$ cat src/rtl/alu_pipe_muldiv.sv
// Registered RV32I/M execute ALU: one-hot select, pipelined multiply, iterative radix-2 divide.
// Define ALU_MULDIV_EN to build multiply/divide; otherwise bits 11-18 act as illegal selects.
module alu_pipe_muldiv #(
    parameter int unsigned XLEN       = 32,
    parameter int unsigned MUL_STAGES = 2,
    parameter int unsigned OPS        = 19
) (
    input  logic            clk_i,
    input  logic            rst_ni,
    input  logic            flush_i,
    input  logic            valid_i,
    output logic            ready_o,
    input  logic [XLEN-1:0] op1_i,
    input  logic [XLEN-1:0] op2_i,
    input  logic [OPS-1:0]  alu_fun_i,
    output logic            valid_o,
    output logic [XLEN-1:0] result_o
);
    localparam int unsigned SW = $clog2(XLEN);

    logic [SW-1:0]   shamt;
    logic            one_hot;
    logic            accept;
    logic [XLEN-1:0] base_res [11];
    logic [XLEN-1:0] base_sel;
    logic            valid_q;
    logic [XLEN-1:0] res_q;

    assign shamt   = op2_i[SW-1:0];
    assign one_hot = (alu_fun_i != '0) && ((alu_fun_i & (alu_fun_i - OPS'(1))) == '0);
    assign accept  = valid_i && ready_o && !flush_i;

    always_comb begin
        base_res[0]  = op1_i + op2_i;
        base_res[1]  = op1_i << shamt;
        base_res[2]  = {{(XLEN-1){1'b0}}, $signed(op1_i) < $signed(op2_i)};
        base_res[3]  = {{(XLEN-1){1'b0}}, op1_i < op2_i};
        base_res[4]  = op1_i ^ op2_i;
        base_res[5]  = op1_i >> shamt;
        base_res[6]  = op1_i | op2_i;
        base_res[7]  = op1_i & op2_i;
        base_res[8]  = op1_i - op2_i;
        base_res[9]  = $signed(op1_i) >>> shamt;
        base_res[10] = op1_i;
    end

    // XOR-reduce of masked results; only bits 0-10 contribute, so M-ops read 0 here.
    always_comb begin
        base_sel = '0;
        for (int i = 0; i < 11; i++) begin
            base_sel = base_sel ^ (base_res[i] & {XLEN{alu_fun_i[i]}});
        end
        if (!one_hot) begin
            base_sel = '0;
        end
    end

`ifndef ALU_MULDIV_EN

    assign ready_o  = 1'b1;
    assign valid_o  = valid_q;
    assign result_o = res_q;

    always_ff @(posedge clk_i) begin
        if (!rst_ni) begin
            valid_q <= 1'b0;
            res_q   <= '0;
        end else begin
            valid_q <= accept;
            if (accept) begin
                res_q <= base_sel;
            end
        end
    end

`else

    typedef enum logic [2:0] {StIdle, StMul, StDivInit, StDivIter, StDivDone} state_e;

    localparam logic [SW:0]     CntOne   = (SW+1)'(1);
    localparam logic [SW:0]     MulLast  = (SW+1)'(MUL_STAGES);
    localparam logic [SW:0]     IterLast = (SW+1)'(XLEN - 1);
    localparam logic [XLEN-1:0] MinNeg   = {1'b1, {(XLEN-1){1'b0}}};

    state_e            state_q, state_d;
    logic [SW:0]       cnt_q, cnt_d;
    logic              is_mul, is_div, div_special;
    logic              start_mul, start_div, quick;
    logic [XLEN-1:0]   special_res, quick_res;
    logic              mul_s1, mul_s2;
    logic [2*XLEN-1:0] mul_a, mul_b, mul_full;
    logic [XLEN-1:0]   mul_sel;
    logic [XLEN-1:0]   mul_pipe_q [MUL_STAGES];
    logic              mul_done, div_done;
    logic [XLEN-1:0]   dvd_q, dvs_q, quo_q, rem_q;
    logic              div_signed_q, div_rem_q, neg_quo_q, neg_rem_q;
    logic [XLEN:0]     shifted, trial;
    logic [XLEN-1:0]   div_fix;

    assign is_mul = one_hot && (alu_fun_i[14:11] != '0);
    assign is_div = one_hot && (alu_fun_i[18:15] != '0);

    // Divide by zero and signed overflow finish immediately instead of entering the FSM.
    always_comb begin
        div_special = 1'b0;
        special_res = '0;
        if (op2_i == '0) begin
            div_special = 1'b1;
            special_res = (alu_fun_i[15] || alu_fun_i[16]) ? '1 : op1_i;
        end else if ((alu_fun_i[15] || alu_fun_i[17]) && op1_i == MinNeg && op2_i == '1) begin
            div_special = 1'b1;
            special_res = alu_fun_i[15] ? op1_i : '0;
        end
    end

    assign start_mul = accept && is_mul;
    assign start_div = accept && is_div && !div_special;
    assign quick     = accept && !start_mul && !start_div;
    assign quick_res = is_div ? special_res : base_sel;

    // Operands sign-extended to 2*XLEN so one signed multiply covers all four variants.
    assign mul_s1   = alu_fun_i[11] || alu_fun_i[12] || alu_fun_i[13];
    assign mul_s2   = alu_fun_i[11] || alu_fun_i[12];
    assign mul_a    = {{XLEN{mul_s1 & op1_i[XLEN-1]}}, op1_i};
    assign mul_b    = {{XLEN{mul_s2 & op2_i[XLEN-1]}}, op2_i};
    assign mul_full = $signed(mul_a) * $signed(mul_b);
    assign mul_sel  = alu_fun_i[11] ? mul_full[XLEN-1:0] : mul_full[2*XLEN-1:XLEN];

    assign shifted = {rem_q, quo_q[XLEN-1]};
    assign trial   = shifted - {1'b0, dvs_q};
    assign div_fix = div_rem_q ? (neg_rem_q ? -rem_q : rem_q) : (neg_quo_q ? -quo_q : quo_q);

    assign ready_o  = (state_q == StIdle);
    assign mul_done = (state_q == StMul) && (cnt_q == MulLast);
    assign div_done = (state_q == StDivDone);
    assign valid_o  = valid_q || mul_done || div_done;

    always_comb begin
        result_o = res_q;
        if (mul_done) begin
            result_o = mul_pipe_q[MUL_STAGES-1];
        end else if (div_done) begin
            result_o = div_fix;
        end
    end

    always_comb begin
        state_d = state_q;
        cnt_d   = cnt_q;
        unique case (state_q)
            StIdle: begin
                if (start_mul) begin
                    state_d = StMul;
                    cnt_d   = CntOne;
                end else if (start_div) begin
                    state_d = StDivInit;
                end
            end
            StMul: begin
                cnt_d = cnt_q + CntOne;
                if (cnt_q == MulLast) begin
                    state_d = StIdle;
                end
            end
            StDivInit: begin
                cnt_d   = '0;
                state_d = StDivIter;
            end
            StDivIter: begin
                cnt_d = cnt_q + CntOne;
                if (cnt_q == IterLast) begin
                    state_d = StDivDone;
                end
            end
            StDivDone: state_d = StIdle;
            default:   state_d = StIdle;
        endcase
        if (flush_i) begin
            state_d = StIdle;
        end
    end

    always_ff @(posedge clk_i) begin
        if (!rst_ni) begin
            state_q <= StIdle;
            cnt_q   <= '0;
            valid_q <= 1'b0;
            res_q   <= '0;
        end else begin
            state_q <= state_d;
            cnt_q   <= cnt_d;
            valid_q <= quick;
            if (quick) begin
                res_q <= quick_res;
            end else if (mul_done || div_done) begin
                res_q <= result_o;
            end
        end
    end

    always_ff @(posedge clk_i) begin
        if (start_mul) begin
            mul_pipe_q[0] <= mul_sel;
        end
        for (int i = 1; i < MUL_STAGES; i++) begin
            mul_pipe_q[i] <= mul_pipe_q[i-1];
        end
    end

    always_ff @(posedge clk_i) begin
        case (state_q)
            StIdle: begin
                if (start_div) begin
                    dvd_q        <= op1_i;
                    dvs_q        <= op2_i;
                    div_signed_q <= alu_fun_i[15] || alu_fun_i[17];
                    div_rem_q    <= alu_fun_i[17] || alu_fun_i[18];
                end
            end
            StDivInit: begin
                quo_q     <= (div_signed_q && dvd_q[XLEN-1]) ? -dvd_q : dvd_q;
                dvs_q     <= (div_signed_q && dvs_q[XLEN-1]) ? -dvs_q : dvs_q;
                rem_q     <= '0;
                neg_quo_q <= div_signed_q && (dvd_q[XLEN-1] ^ dvs_q[XLEN-1]);
                neg_rem_q <= div_signed_q && dvd_q[XLEN-1];
            end
            StDivIter: begin
                quo_q <= {quo_q[XLEN-2:0], !trial[XLEN]};
                rem_q <= trial[XLEN] ? shifted[XLEN-1:0] : trial[XLEN-1:0];
            end
            default: ;
        endcase
    end

`endif

endmodule

$ cat config.mk
export PLATFORM = sky130hd
export DESIGN_NAME = alu_pipe_muldiv
export DESIGN_NICKNAME = d
export VERILOG_FILES = /design/src/rtl/alu_pipe_muldiv.sv
export SDC_FILE = /design/constraint.sdc
export NUM_CORES = 1
export LEC_CHECK = 0
export ABC_AREA = 1
export BUFFER_PORTS_ARGS = -buffer_cell sky130_fd_sc_hd__buf_4
export CAP_MARGIN = 25
export CORE_ASPECT_RATIO = 1.5
export CORE_MARGIN = 4
export CORE_UTILIZATION = 34
export DETAILED_ROUTE_END_ITERATION = 10
export SYNTH_ARGS = -nofsm -noshare
export SYNTH_HDL_FRONTEND = slang
export SYNTH_SLANG_ARGS = --single-unit
$ cat constraint.sdc
create_clock -name clk_i -period 4.7 [get_ports clk_i]
set_input_delay 0.94 -clock clk_i [delete_from_list [all_inputs] [get_ports clk_i]]
set_output_delay 0.94 -clock clk_i [all_outputs]
set_load 0.1 [all_outputs]
Yosys cells after proc, flatten, opt, wreduce, memory -nomap -nowiden. Cells that the tools add are included.

Bits in registers: 33. Input bits: 87. Output and inout port bits: 34. Logic and storage cells: 41.

Add/subtract/negate cells: 3. $lt $le $gt $ge: 2. Shift operators: 3. Muxes and demuxes: 1. Bitwise logic cells: 25. Reductions and logical operators: 5.

Operator list (number): $xor A32 B32 Y32 (11); $and A32 B32 Y32 (10); $and A1 B32 Y32 (2); $lt A32 B32 Y1 (2); $add A32 B32 Y32 (1); $mux W32 (1); $or A32 B32 Y32 (1); $shl A32 B5 Y32 (1); $shr A32 B5 Y32 (1); $sshr A32 B5 Y32 (1); $sub A32 B32 Y32 (1); $and A19 B19 Y19 (1); $logic_not A19 Y1 (1); $reduce_bool A19 Y1 (1); $sub A19 B1 Y19 const B (1); $logic_and A1 B1 Y1 (2); $logic_not A1 Y1 (1).

Logic depth before layout (Yosys ltp).
Depth in word-level cells: 13. Mapped depth: 25. Mapped depth without buffers: 24.

Worst setup path before layout. No wires, ideal clock.

Kind: input to register. Start: input port op2_i[3]. End: register res_q[0], in the netlist result_o[0]. Setup time: 132 ps. Arrival time: 3403 ps. Setup slack: 1165 ps. Stages: 21. Path buffers: 3. Path through: buf_2 > clkinv_1 > buf_2 > buf_1 > ha_1 > inv_2 > a21oi_1 > nand2_1 > nand2_1 > nand2_1 > nand2_1 > nand2_1 > a21o_1 > nand3_2 > nand2_1 > o21bai_1 > nand2_1 > xor2_1 > nand2_1 > nand2_1 > a21oi_1.

Cells in the longest elaborated chain, start to end: 13. Elaborated cells on any way between the ends: 21.

RTL lines: from (decl) (RTL line 14) `input logic [XLEN-1:0] op2_i,`; parallel branches: the longest is 10 deep, another holds $lt A32 B32 Y1; $xor A32 B32 Y32 * (2 in a row) (RTL line 51) `base_sel = base_sel ^ (base_res[i] & {XLEN{alu_fun_i[i]}});`; $mux W32 * (RTL line 53) `if (!one_hot) begin`; to (signal assigned) (RTL line 71) `res_q <= base_sel;`; to (decl) (RTL line 27) `logic [XLEN-1:0] res_q;`.

Every way passes the cells marked *. A chain may end at the register's enable or synchronous reset.

Final worst setup path.
Start: input port op2_i[0]. End: register res_q[30], in the netlist result_o[30].

Cells in the longest elaborated chain, start to end: 13. Elaborated cells on any way between the ends: 21.

RTL lines (RTL line): $add A32 B32 Y32 or $shl A32 B5 Y32 (tied branches) (34, 35); $and A32 B32 Y32 (51); $xor A32 B32 Y32 (8 in a row) (51); $xor A32 B32 Y32 * (2 in a row) (51); $mux W32 * (53).

Mark *: on every way between the ends. The rest lies on a longest branch, timed or not.

==> flow_summary.yaml <==
run_status:
  outcome: "completed"
route:
  drtAntennaViolNets: 0
  vias: 18305
  drt_iter0_drc: 1884
  wirelength_um: 77400
  wl_per_cell_um: 24.3
  first_pass_iters: 8
  vias_per_cell: 5.74
  drc_errors: 0
min_path:
  whs_endpoint: "result_o[19]"
  hp-start: "result_o[19]"
  hp-class: "flip-flop to flip-flop"
  hold_depth: 2
yosys:
  synth_nets: 2820
  syn_area_mm2: 0.0135
  ys_ff_latch: 33
  synthCells: 2634
  ys.flop_type: "dfxtp_1"
  synth_seq_area_share: 0.0490
  synthDistinctLibCells: 58
  yosysWarnings: 0
  async_flop_share: 0
  synth_edf_count: 0
  synth_area_per_cell_um2: 5.12
cts:
  insertion_delay_ps: 290
  hold_buffers: 0
  cts.sinks: 33
  cts_resized: 0
  ctsHtreeMaxLevel: 2
  max-clock-path-buffers: 2
  cts_root_buf: "clkbuf_16"
  clk_pin_slew_worst_paths_ps: 60
  numCtsBuffers: 5
  post-cts-setup-buffers: 0
  cts_tree: "yes"
final_layout:
  fin_area_mm2: 0.0150
  area_delta_synth_final_pct: 11.0
  layout-drive-gt1-share: 0.0878
  final_common_cell: "nand2_1"
  finalNonFillerCells: 3188
  nNetsFinal: 2873
  n_fill_cell: 4544
  diodes: 0
  layout_common_cells: "926 x nand2_1, 374 x nand3_1, 281 x inv_1"
  fin_util: 0.381
setup_path:
  end_kind: "flip-flop"
  r2r_slack_ps: 3860
  worstReg2RegEnd: "result_o[17]"
  timing.rr.start: "result_o[17]"
  rr_worst_depth: 2
  cp_max_fo: 27
  cp.arrival_ps: 4230
  critPathKind: "primary input to flip-flop"
  crit_required_ps: 4860
  cp-start-kind: "primary input"
power:
  internal_power_mw: 1.08
  seqPwrFrac: 0.106
  switchingPower_mw: 1.57
  p_sw_frac: 0.592
  irDropWorstVdd_uv: 133
  combPwrFrac: 0.763
  clock_power_share: 0.132
  p_leak_nw: 7.96
  pwr_density_cell_mw_per_mm2: 177
timing:
  max_freq_ghz: 0.245
  setup_viol: 0
  relSlewSlack: 0.521
  rsz0062_at_grt: "false"
  fin_ws_ps: 626
  hold_viol: 0
  timing.final.crit_share: 0.867
  fin_crit_ps: 4070
  fin_tns_setup_ps: 0
  skew_ps: 0
  maxSlewViolCount: 0
  tightest_slew_ps: 718
global_route:
  grt_pass1_wl_um: 110000
  grt_overflow: 0
  grt_max_degree: 79
  grt_pass1_vias: 17055
  gr-usage-all-layers: 0.347
  antenna_found_initial: 1
floorplan:
  ios: 121
  initial_core_util: 0.343
  die_x_um: 171
  die_h_um: 252
  num_rows: 89
  die_area_mm2: 0.0430
  core_area_mm2: 0.0393
placed_design:
  hpwl_um: 63100
  portBuffers: 119
  routabilityCongestion: 1.08
  dp.cells: 3180
  dp_slack_ps: 473
  placed_cell_area_mm2: 0.0148
run:
  drv_cap: 0
worst max-delay path, cell delays in order:
cell	delay [ps]
buf_4	300
ha_1	380
fa_1	260
nand2_1	70
nand2_1	230
o21ai_1	170
o21ai_1	310
nand2_1	100
nand2_1	230
nand2_1	100
nand2_1	190
nand3_1	130
nand3_1	100
nand2_1	50
nor2_1	230
inv_1	60
nand2_1	70
nand3_1	130
nand2_1	110
a21oi_1	60
per-layer routing:
metal / routed length, um / share of wire / global-route usage / vias to the layer above
li1: - / - / - / 8662
met3: 5060 / 0.065 / 0.0393 / 280
met1: 27900 / 0.36 / 0.391 / 8411
met4: 8350 / 0.11 / 0.285 / 0
met5: 0 / 0 / 0 / -
met2: 36100 / 0.47 / 0.581 / 952
cells by family after synthesis:
group                      count (synthesis)  synth area share
AOI/OAI and AO/OA                        386             0.163
and+or+nand+nor                         1622             0.518
other                                      1          0.000278
muxes                                      1          0.000742
adders and majority gates                 99            0.0929
DFF                                       33            0.0490
buffers and inverters                    420             0.129
xor gates and xnor gates                  72            0.0478
sequential cells by signal (all words and copies together) (netlist names):
register	count
result_o	32
valid_o	1
synthesized netlist by cell type (11+ instances only):
cell type / count / share of area
buf_1: 15 / 0.0042
dfxtp_1: 33 / 0.049
nand3_1: 374 / 0.14
inv_1: 282 / 0.078
o21ai_0: 109 / 0.040
xor2_1: 40 / 0.026
xnor2_1: 31 / 0.020
ha_1: 97 / 0.090
o211ai_1: 24 / 0.013
clkbuf_1: 35 / 0.0097
a21oi_1: 145 / 0.054
o21ai_1: 37 / 0.014
nor3_1: 17 / 0.0063
or2_1: 11 / 0.0051
buf_2: 60 / 0.022
nor2_1: 175 / 0.049
a21o_1: 15 / 0.0083
nand2_1: 926 / 0.26
nand3b_1: 25 / 0.014
or2_2: 12 / 0.0056
nand4_1: 40 / 0.019
worst max path at each step:
stage	slack, ps	endpoint	startpoint
floorplan	1160	result_o[0]	op2_i[3]
global placement	480	result_o[30]	op2_i[0]
global route	400	result_o[30]	op2_i[0]
CTS	770	result_o[30]	op2_i[0]
finish	630	result_o[30]	op2_i[0]
detailed placement	470	result_o[30]	op2_i[0]
through the flow:
step           total power [mW]  hold slack, ps
2_1_floorplan              1.55             909
3_3_place_gp               2.24             454
3_5_place_dp               2.25             456
4_1_cts                    2.60             465
5_1_grt                    2.83             480
6_report                   2.65             465
final cells by class:
type,instances,area [um^2],area share
Multi-Input combinational cell,2181,11100,0.741
Inverter,295,1110,0.0740
Clock inverter,2,10.0,0.000669
Timing Repair Buffer,171,1350,0.0899
Clock buffer,6,129,0.00861
Tap cell,500,626,0.0418
Sequential cell,33,661,0.0441
power groups by stage:
stage	sequential (mW)	combinational (mW)	clock [mW]
2_1_floorplan	0.289	1.26	0
3_3_place_gp	0.286	1.95	0
3_5_place_dp	0.286	1.96	0
4_1_cts	0.280	1.97	0.356
5_1_grt	0.280	2.19	0.359
6_report	0.280	2.02	0.349
Note: power is estimated with default switching activity, not from simulation.
